File: config.mk
export PLATFORM = sky130hd
export DESIGN_NAME = uart_rx_fifo_flat
export DESIGN_NICKNAME = d
export VERILOG_FILES = /design/src/rtl/uart_rx_fifo_if.sv /design/src/rtl/uart_rx_fifo.sv /design/src/flat_wrapper.sv
export SDC_FILE = /design/constraint.sdc
export NUM_CORES = 1
export LEC_CHECK = 0
export CORE_ASPECT_RATIO = 2
export CORE_MARGIN = 10
export CORE_UTILIZATION = 60
export DETAILED_ROUTE_END_ITERATION = 6
export DONT_BUFFER_PORTS = 1
export GPL_ROUTABILITY_DRIVEN = 0
export PLACE_DENSITY = 0.75
export SYNTH_ARGS = -nofsm -noshare
export SYNTH_HDL_FRONTEND = slang
export SYNTH_SLANG_ARGS = --single-unit
File: constraint.sdc
create_clock -name clk -period 3.1 [get_ports clk]
set_input_delay 0.93 -clock clk [delete_from_list [all_inputs] [get_ports clk]]
set_output_delay 0.93 -clock clk [all_outputs]
set_load 0.01 [all_outputs]
File: src/rtl/uart_rx_fifo_if.sv
`default_nettype none
// +--------------------------------------------------------------------------+
// | uart_rx_fifo_if : receiver-side and consumer-side signals of the RX FIFO  |
// | Rev 1.0                                                                   |
// +--------------------------------------------------------------------------+
interface uart_rx_fifo_if #(
    parameter int DEPTH = 16,
    parameter int WIDTH = 8
);
    logic [WIDTH-1:0]         in_data;
    logic                     in_valid;
    logic [WIDTH-1:0]         out_data;
    logic                     out_valid;
    logic                     out_ready;
    logic [$clog2(DEPTH):0]   count;
    logic                     overflow;
    logic                     overflow_clr;

    modport master (
        output in_data, in_valid, out_ready, overflow_clr,
        input  out_data, out_valid, count, overflow
    );

    modport slave (
        input  in_data, in_valid, out_ready, overflow_clr,
        output out_data, out_valid, count, overflow
    );
endinterface
`default_nettype wire

File: src/rtl/uart_rx_fifo.sv
`default_nettype none
// +--------------------------------------------------------------------------+
// | uart_rx_fifo : edge-triggered byte capture into a show-ahead circular FIFO|
// | Rev 1.0                                                                   |
// +--------------------------------------------------------------------------+
module uart_rx_fifo #(
    parameter int DEPTH = 16,
    parameter int WIDTH = 8
) (
    input  wire logic       clk,
    input  wire logic       rst_n,
    uart_rx_fifo_if.slave   bus
);
    localparam int c_AW    = $clog2(DEPTH);
    localparam int c_CNT_W = c_AW + 1;

    logic [WIDTH-1:0]   r_mem [DEPTH];
    logic [c_AW-1:0]    r_rd_ptr;
    logic [c_AW-1:0]    r_wr_ptr;
    logic [c_CNT_W-1:0] r_count;
    logic               r_overflow;
    logic               r_in_valid_q;

    logic w_push_req;
    logic w_pop;
    logic w_full;
    logic w_push_ok;
    logic w_push_rej;

    assign w_push_req = bus.in_valid & ~r_in_valid_q;
    assign w_pop      = (r_count != '0) & bus.out_ready;
    assign w_full     = (r_count == c_CNT_W'(DEPTH));
    // A pop in the same cycle frees the slot, so a full FIFO can still accept.
    assign w_push_ok  = w_push_req & (~w_full | w_pop);
    assign w_push_rej = w_push_req & w_full & ~w_pop;

    always_ff @(posedge clk) begin
        if (w_push_ok) begin
            r_mem[r_wr_ptr] <= bus.in_data;
        end
    end

    // History resets to 1 so a level already high at release is not a new byte.
    always_ff @(posedge clk or negedge rst_n) begin
        if (!rst_n) begin
            r_rd_ptr     <= '0;
            r_wr_ptr     <= '0;
            r_count      <= '0;
            r_overflow   <= 1'b0;
            r_in_valid_q <= 1'b1;
        end else begin
            r_in_valid_q <= bus.in_valid;
            if (w_push_ok) begin
                r_wr_ptr <= r_wr_ptr + c_AW'(1);
            end
            if (w_pop) begin
                r_rd_ptr <= r_rd_ptr + c_AW'(1);
            end
            case ({w_push_ok, w_pop})
                2'b10:   r_count <= r_count + c_CNT_W'(1);
                2'b01:   r_count <= r_count - c_CNT_W'(1);
                default: r_count <= r_count;
            endcase
            if (w_push_rej) begin
                r_overflow <= 1'b1;
            end else if (bus.overflow_clr) begin
                r_overflow <= 1'b0;
            end
        end
    end

    assign bus.out_data  = r_mem[r_rd_ptr];
    assign bus.out_valid = (r_count != '0);
    assign bus.count     = r_count;
    assign bus.overflow  = r_overflow;
endmodule
`default_nettype wire

File: src/flat_wrapper.sv
// flat-port wrapper written by rule: the top's interface ports become plain ports
module uart_rx_fifo_flat 
#(
    parameter int DEPTH = 16,
    parameter int WIDTH = 8
)
  (clk, rst_n, bus_in_data, bus_in_valid, bus_out_ready, bus_overflow_clr, bus_out_data, bus_out_valid, bus_count, bus_overflow);
  uart_rx_fifo_if #(.DEPTH(DEPTH), .WIDTH(WIDTH)) bus_i ();
  input  wire logic clk;
  input  wire logic rst_n;
  input wire logic [$bits(bus_i.in_data)-1:0] bus_in_data;
  input wire logic [$bits(bus_i.in_valid)-1:0] bus_in_valid;
  input wire logic [$bits(bus_i.out_ready)-1:0] bus_out_ready;
  input wire logic [$bits(bus_i.overflow_clr)-1:0] bus_overflow_clr;
  output wire logic [$bits(bus_i.out_data)-1:0] bus_out_data;
  output wire logic [$bits(bus_i.out_valid)-1:0] bus_out_valid;
  output wire logic [$bits(bus_i.count)-1:0] bus_count;
  output wire logic [$bits(bus_i.overflow)-1:0] bus_overflow;
  assign bus_i.in_data = bus_in_data;
  assign bus_i.in_valid = bus_in_valid;
  assign bus_i.out_ready = bus_out_ready;
  assign bus_i.overflow_clr = bus_overflow_clr;
  assign bus_out_data = bus_i.out_data;
  assign bus_out_valid = bus_i.out_valid;
  assign bus_count = bus_i.count;
  assign bus_overflow = bus_i.overflow;
  uart_rx_fifo #(.DEPTH(DEPTH), .WIDTH(WIDTH)) u_core (.clk(clk), .rst_n(rst_n), .bus(bus_i));
endmodule
# Word level (Yosys, flattened, before mapping)
# Memories as Yosys holds them, arrays and structs flattened.
# Index checks and enable logic that the tools add are counted.
# W data, S select, Z words.
[totals] ff_bits=15 latch_bits=0 ram_bits=128 romBits=0 output_inout_bits=15 word_cells=30 mem_count=1
[classes] n_addsub=4 multipliers=0 n_div=0 magnitude_cmp=0 eq_ne=3 shifts=0 muxes=5 bitwise_logic=9 reduce_logical=3
[memory_table] memory="u_core.r_mem" depth=16 word_bits=8 rd=1 rd_ports_with_merged_regs=0 wr=1 line="uart_rx_fifo.sv:17" rtl="logic [WIDTH-1:0] r_mem [DEPTH];"
[ops] op="$pmux W5 S2" n=1
[ops] op="$add A4 B1 Y4 const B" n=2
[ops] op="$add A5 B1 Y5 const B" n=1
[ops] op="$and A1 B1 Y1" n=5
[ops] op="$eq A5 B5 Y1 const B" n=1
[ops] op="$reduce_bool A5 Y1" n=1
[ops] op="$sub A5 B1 Y5 const B" n=1
[ops] op="$mux W1" n=4
[ops] op="$reduce_bool A2 Y1" n=2
[ops] op="$not A1 Y1" n=3
[ops] op="$eq A2 B1 Y1 const B" n=1
[ops] op="$eq A2 B2 Y1 const B" n=1
[ops] op="$or A1 B1 Y1" n=1

# Logic depth before layout (Yosys ltp)
# Gate-level depths: netlist of the first run.
[depth] word_depth=6 depth_mapped=9 depth_no_buf=8

# Worst setup path after synthesis of the first run
# OpenSTA, ideal clock, no wires.
[synth_timing] path_type="input to register" start="in bus_out_ready" end="reg u_core.r_count[4], in the netlist u_core.bus.count[4]" setup_time_ps=119 t_arrival_ps=2609 setup_slack_ps=372 stages=7 path_cell_list="buf_2 -> nand2_1 -> mux2_2 -> ha_1 -> or4b_4 -> o211ai_1 -> a21bo_2"
[synth_between] elab_chain_len=5 elab_cells_between_ends=7 cone_classes="2 x eq/ne; 1 x mux; 3 x bitwise; 1 x reduce/logical"
[synth_rtl] item="start, declared" line="flat_wrapper.sv:13" rtl="input wire logic [$bits(bus_i.out_ready)-1:0] bus_out_ready;"
[synth_rtl] item="$and A1 B1 Y1 *" line="uart_rx_fifo.sv:31" rtl="assign w_pop = (r_count != '0) & bus.out_ready;"
[synth_rtl] item="$or A1 B1 Y1" line="uart_rx_fifo.sv:34" rtl="assign w_push_ok = w_push_req & (~w_full | w_pop);"
[synth_rtl] item="$and A1 B1 Y1" line="uart_rx_fifo.sv:34"
[synth_rtl] item="$eq A2 B1 Y1 or $eq A2 B2 Y1 (tied branches)" line="uart_rx_fifo.sv:59" rtl="case ({w_push_ok, w_pop})"
[synth_rtl] item="$pmux W5 S2 or $reduce_bool A2 Y1 (tied branches)"
[synth_rtl] item="end signal, assigned" line="uart_rx_fifo.sv:60" rtl="2'b10: r_count <= r_count + c_CNT_W'(1);"
[synth_rtl] item="end signal, assigned" line="uart_rx_fifo.sv:61" rtl="2'b01: r_count <= r_count - c_CNT_W'(1);"
[synth_rtl] item="end signal, assigned" line="uart_rx_fifo.sv:62" rtl="default: r_count <= r_count;"
[synth_rtl] item="end, declared" line="uart_rx_fifo.sv:20" rtl="logic [c_CNT_W-1:0] r_count;"
# Mark *: on every way between the ends. The rest lies on a longest branch, timed or not.
# A chain may end at the register's enable or synchronous reset.

# Worst setup path after layout of the first run
[layout_timing] start="reg u_core.r_rd_ptr[0]" end="out bus_out_data[3]"
[layout_between] elab_chain_len=1
[layout_rtl] item="start, declared" line="uart_rx_fifo.sv:18" rtl="logic [c_AW-1:0] r_rd_ptr;"
[layout_rtl] item="start signal, assigned" line="uart_rx_fifo.sv:57" rtl="r_rd_ptr <= r_rd_ptr + c_AW'(1);"
[layout_rtl] item="$mem_v2 Z16 W8"
[layout_rtl] item="end, declared" line="flat_wrapper.sv:15" rtl="output wire logic [$bits(bus_i.out_data)-1:0] bus_out_data;"
# Every way passes these cells.

==> results of run 1 <==
## final timing paths
check                                    start                   to  slack (ps)  depth (start not counted)
max                         u_core.r_rd_ptr[0]      bus_out_data[3]         190                          4
min                                      rst_n  u_core.bus.overflow         210                          0
max reg2reg                u_core.bus.count[2]  u_core.bus.count[4]         390                          8
min reg2reg                 u_core.r_wr_ptr[3]   u_core.r_wr_ptr[3]         530                          1
max in group asynchronous                rst_n  u_core.r_in_valid_q        2720                          0
min in group clk                  bus_in_valid  u_core.r_in_valid_q         520                          0
## cells by family after synthesis
kind of cell             share of synthesized area
AO/OA/AOI/OAI                               0.0400
buffers and inverters                       0.0188
flip-flops                                   0.722
multiplexers                                 0.132
adder cells (fa/ha/maj)                     0.0128
AND/OR/NAND/NOR                             0.0619
XOR/XNOR                                    0.0120
## critical path, cell delays in order (launching register included)
cell     delay, ps
dfrtp_2        390
buf_6          230
mux4_2         520
a22oi_1        250
nand2_1        170
## layout by cell type, fill, tap and decap left out, drive strengths merged, types with 3 or more instances in the layout
master,synthesis,routed
edfxtp,128,128
mux4,32,32
clkbuf,6,24
a22oi,16,16
and3,16,16
nand2,14,14
dfrtp,14,14
buf,10,10
nor2,7,7
nor2b,6,6
ha,6,6
inv,6,6
xnor2,5,5
nand3,5,5
clkinv,0,5
mux2i,3,3
xor2,3,3
o21ai,3,3
## cells in the mapped netlist, types with 2 or more instances
cell / n
a22oi_1: 16
and2_1: 2
edfxtp_1: 128
buf_6: 2
nand3_1: 5
inv_1: 5
nand4_1: 2
and3_1: 16
buf_4: 2
dfrtp_1: 14
nand2_1: 14
mux4_2: 32
ha_1: 6
nor2b_1: 6
mux2i_1: 3
buf_1: 2
o21ai_0: 2
o211ai_1: 2
clkbuf_1: 6
xor2_1: 3
xnor2_1: 5
a21oi_1: 2
buf_2: 4
nor2_1: 6
nand2b_1: 2
mux2_2: 2
## metal layers
metal  part of all wire  GRT usage  vias up
met1               0.35      0.174     1484
met2               0.58      0.321       89
met5                  0          0        -
li1                   -          -     1270
met4              0.024     0.0725        0
met3              0.046     0.0505       27
## state kept, by name, summed over array words and instances, names as in the netlist
| signal | count |
|---|---|
| u_core.bus.count | 5 |
| u_core.bus.overflow | 1 |
| u_core.r_in_valid_q | 1 |
| u_core.r_mem | 128 |
| u_core.r_rd_ptr | 4 |
| u_core.r_wr_ptr | 4 |
## power groups by stage
| stage | Sequential, W | Combinational, W | Clock, W |
|---|---|---|---|
| after global routing | 0.00244 | 0.00184 | 0.00203 |
| final | 0.00242 | 0.00169 | 0.00194 |
| after floorplan | 0.00243 | 0.00126 | 0 |
| after detailed placement | 0.00245 | 0.00170 | 0 |
| after global placement | 0.00243 | 0.00166 | 0 |
| after CTS | 0.00242 | 0.00172 | 0.00195 |
## metrics by stage
step           hold slack [ps]   util  instances
4_1_cts                    195  0.697        464
3_3_place_gp               509  0.637        432
6_report                   210  0.697        464
2_1_floorplan              490      -        308
5_1_grt                    190  0.697        464
3_5_place_dp               518  0.637        432
## cell type report
type	count	area (sq um)
fillers	580	2860
inverters	6	22.5
flip-flops and latches	143	4220
multi-input cells	143	1510
clock buffers	24	472
clock inverters	8	91.3
repair buffers	10	104
well taps	130	163
==> results.cfg, run 1 <==
[place]
io_buffers = 0
place_area_sq_mm = 0.00602
dpl.hpwl_um = 7720
pre_cts_slack_ps = 330

[synth]
ys_ff_latch = 143
synth_seq_area_share = 0.722
yosysTopAreaCellShare = 0.658
synthCells = 308
netlist_area_sq_mm = 0.00584
yosysUniqueCellTypes = 45
synth_fp_nets = 327
yosys_warnings = 0
async_flop_share = 0.105
synth_edf_count = 128
synthFlopType = edfxtp_1
synth.area.top_cells = edfxtp_1, mux4_2, dfrtp_1
syn_area_per_cell_sq_um = 19.0
synth_top_area_cell = edfxtp_1

[finish]
antennaDiodeCount = 0
drive_above_1_share = 0.237
layout.nets = 340
stdcell_area_sq_mm = 0.00659
area_growth_pct = 12.7

[routing]
post_drt_wl_per_cell_um = 25.6
ant_nets = 0
routed_wl_um = 11900
vias = 2870
dr.pass1.iters = 4
drcViolationCount = 0
via_per_inst = 6.19
drtIter0Drc = 187

[sta]
setup_viol = 0
tightest_slew_ps = 647
hold_viol_final = 0
slew_viol_final = 0
fmax_mhz = 343
rsz0062_at_grt = no
finalWorstSetupSlack_ps = 187
timing.final.crit_share = 0.940
totalNegativeSetupSlack_ps = 0
slew_headroom = 0.568
skew_ps = 7.37
min_period_ps = 2910

[job]
drv_cap = 0

[global_routing]
grt_usage = 0.174
grt_first_pass_wirelength_um = 18700
grt_pass1_vias = 3188
grt_max_degree = 33
globalRouteOverflowTotal = 0
antenna_found_initial = 0

[clock_network]
cts_hold_buf = 0
cts_max_path_buffers = 2
worstSkewPairLatency_ps = 410
h-tree-depth = 4
clk_pin_slew_ps = 50
numCtsBuffers = 17
cts_tree = done
cts_setup_buffers = 0
clkSinkCount = 143
cts_resized = 0
cts_root_buf = clkbuf_16

[die]
core_area_sq_mm = 0.00945
die_w_um = 89.8
start_util = 0.619
rows = 50
design.portCount = 28
chipHeight_um = 160
die_area_sq_mm = 0.0143

[pwr]
clkPwrFrac = 0.321
power_density_mw_per_mm2 = 918
p_seq_frac = 0.400
combPwrFrac = 0.279
p_sw_w = 0.00179
p_leak_nw = 2.25
p_int_w = 0.00426
swShare = 0.296
ir_drop_mv = 0.665
total_power_w = 0.00605

[hold_path]
holdCritPathClass = primary input to asynchronous set/reset pin

[critical_path]
end_kind = output pin
cp_max_fo = 15
start_kind = register
cp_data_required_time_ps = 2170
critPathKind = register to output pin
cp.arrival_ps = 1980

[status]
status = complete, no violations
Power figures use the tool's default switching activity.
==> run 2: changes to the inputs <==
Settings changed: CAP_MARGIN set to 20, CORE_ASPECT_RATIO 2 to 0.5, PLACE_DENSITY 0.75 to 0.74.
==> run 2 against run 1 <==
Compared with the run above: critical endpoint unchanged; register-to-register slack worse by 70 ps; sequential power hardly changed; clock power is 4% higher; sequential cell count stayed put.
==> results.cfg, run 2 (synthesis results as in run 1) <==
[sta]
totalNegativeSetupSlack_ps = 0
hold_viol_final = 0
finalWorstSetupSlack_ps = 131
min_period_ps = 2970
slew_viol_final = 0
rsz0062_at_grt = no
slew_headroom = 0.587
skew_ps = 8.69
fmax_mhz = 337
setup_viol = 0
tightest_slew_ps = 619
timing.final.crit_share = 0.958

[critical_path]
cp_data_required_time_ps = 2170
end_kind = output pin
critPathKind = register to output pin
cp_max_fo = 16
cp.arrival_ps = 2040
start_kind = register

[routing]
ant_nets = 0
post_drt_wl_per_cell_um = 23.5
via_per_inst = 6.26
routed_wl_um = 11000
vias = 2924
drtIter0Drc = 255
dr.pass1.iters = 5
drcViolationCount = 0

[clock_network]
cts_setup_buffers = 0
cts_root_buf = clkbuf_16
clkSinkCount = 143
clk_pin_slew_ps = 60
numCtsBuffers = 17
worstSkewPairLatency_ps = 410
cts_max_path_buffers = 2
cts_tree = done
h-tree-depth = 4

[finish]
layout_commonest_cell = edfxtp_1
regArea_sq_mm = 0.00422
area_growth_pct = 13.1
regMostFlops = u_core.r_mem
fin_cells = 467
layout.nets = 338
most-common-layout-cells = edfxtp_1, mux4_2, clkbuf_16
largest_reg_flops = 128
drive_above_1_share = 0.241
fin_util = 0.698
multi_input_area_sq_mm = 0.00151
antennaDiodeCount = 0
fillers = 580

[pwr]
ir_drop_mv = 0.512
power_density_mw_per_mm2 = 924
p_leak_nw = 2.24

[global_routing]
grt_first_pass_wirelength_um = 17500
grt_pass1_vias = 3104
globalRouteOverflowTotal = 0
grt_usage = 0.158
antenna_found_initial = 0
grt_max_degree = 34

[place]
io_buffers = 0
dp_cells = 435
dpl.hpwl_um = 7000
pre_cts_slack_ps = 209

[die]
start_util = 0.617
design.portCount = 28
core_area_sq_mm = 0.00948
rows = 25
die_w_um = 160
chipHeight_um = 89.8
die_area_sq_mm = 0.0143

[hold_path]
holdCritPathClass = primary input to asynchronous set/reset pin

[job]
drv_cap = 0

[status]
status = complete, no violations
-- run 2: per-stage QoR --
step	hold WS, ps	instance area (sq um)	power (W)
2_1_floorplan	490	5840	0.00369
3_5_place_dp	563	6010	0.00412
4_1_cts	197	6610	0.00612
3_3_place_gp	545	6010	0.00405
5_1_grt	196	6610	0.00638
6_report	206	6610	0.00611
-- run 2: final cells by class --
class | instances | area share
Timing Repair Buffer | 8 | 0.0134
Clock inverter | 14 | 0.0252
Sequential cell | 143 | 0.639
Multi-Input combinational cell | 143 | 0.229
Tap cell | 135 | 0.0255
Inverter | 6 | 0.00341
Clock buffer | 18 | 0.0649
-- run 2: what timing repair did --
item / in CTS / in global routing
gates resized for setup: 0 / 1
hold buffers: 0 / 0
endpoints found under the setup margin: 0 / 4
hold endpoints to repair: 0 / 0
-- run 2: layer usage --
layer	up-vias	wire length [um]	track usage
met2	148	5130	0.236
met1	1481	4700	0.212
met4	0	127	0.0598
met5	-	0	0
li1	1279	-	-
met3	16	1030	0.0528
-- run 2: worst max-delay path, stage by stage, from the launching register on --
cell and delay (ps):
dfrtp_2 390, buf_6 250, mux4_2 540, a22oi_1 270, nand2_1 160
-- run 2: final timing paths --
path                                startpoint                  end  slack, ps  depth (start not counted)
min                                      rst_n  u_core.bus.count[0]        210                          0
min reg2reg                 u_core.r_rd_ptr[3]   u_core.r_rd_ptr[3]        580                          1
max                         u_core.r_rd_ptr[0]      bus_out_data[3]        130                          4
min in group clk                  bus_in_valid  u_core.r_in_valid_q        510                          0
max reg2reg                u_core.bus.count[3]  u_core.bus.count[4]        320                          8
max in group asynchronous                rst_n  u_core.r_in_valid_q       2720                          0
-- run 2: report_power, final --
group / switching (W) / internal, W / leakage, nW
registers: 0.000157 / 0.00228 / 1.33
logic: 0.000896 / 0.000755 / 0.635
clock network: 0.000757 / 0.00126 / 0.274
total: 0.00181 / 0.00430 / 2.24
==> run 3: changes to the inputs <==
Settings changed: GPL_ROUTABILITY_DRIVEN 0 to unset.
==> results of run 3 <==
Same layout as run 2: the final DEF is identical, and so are final timing and power.
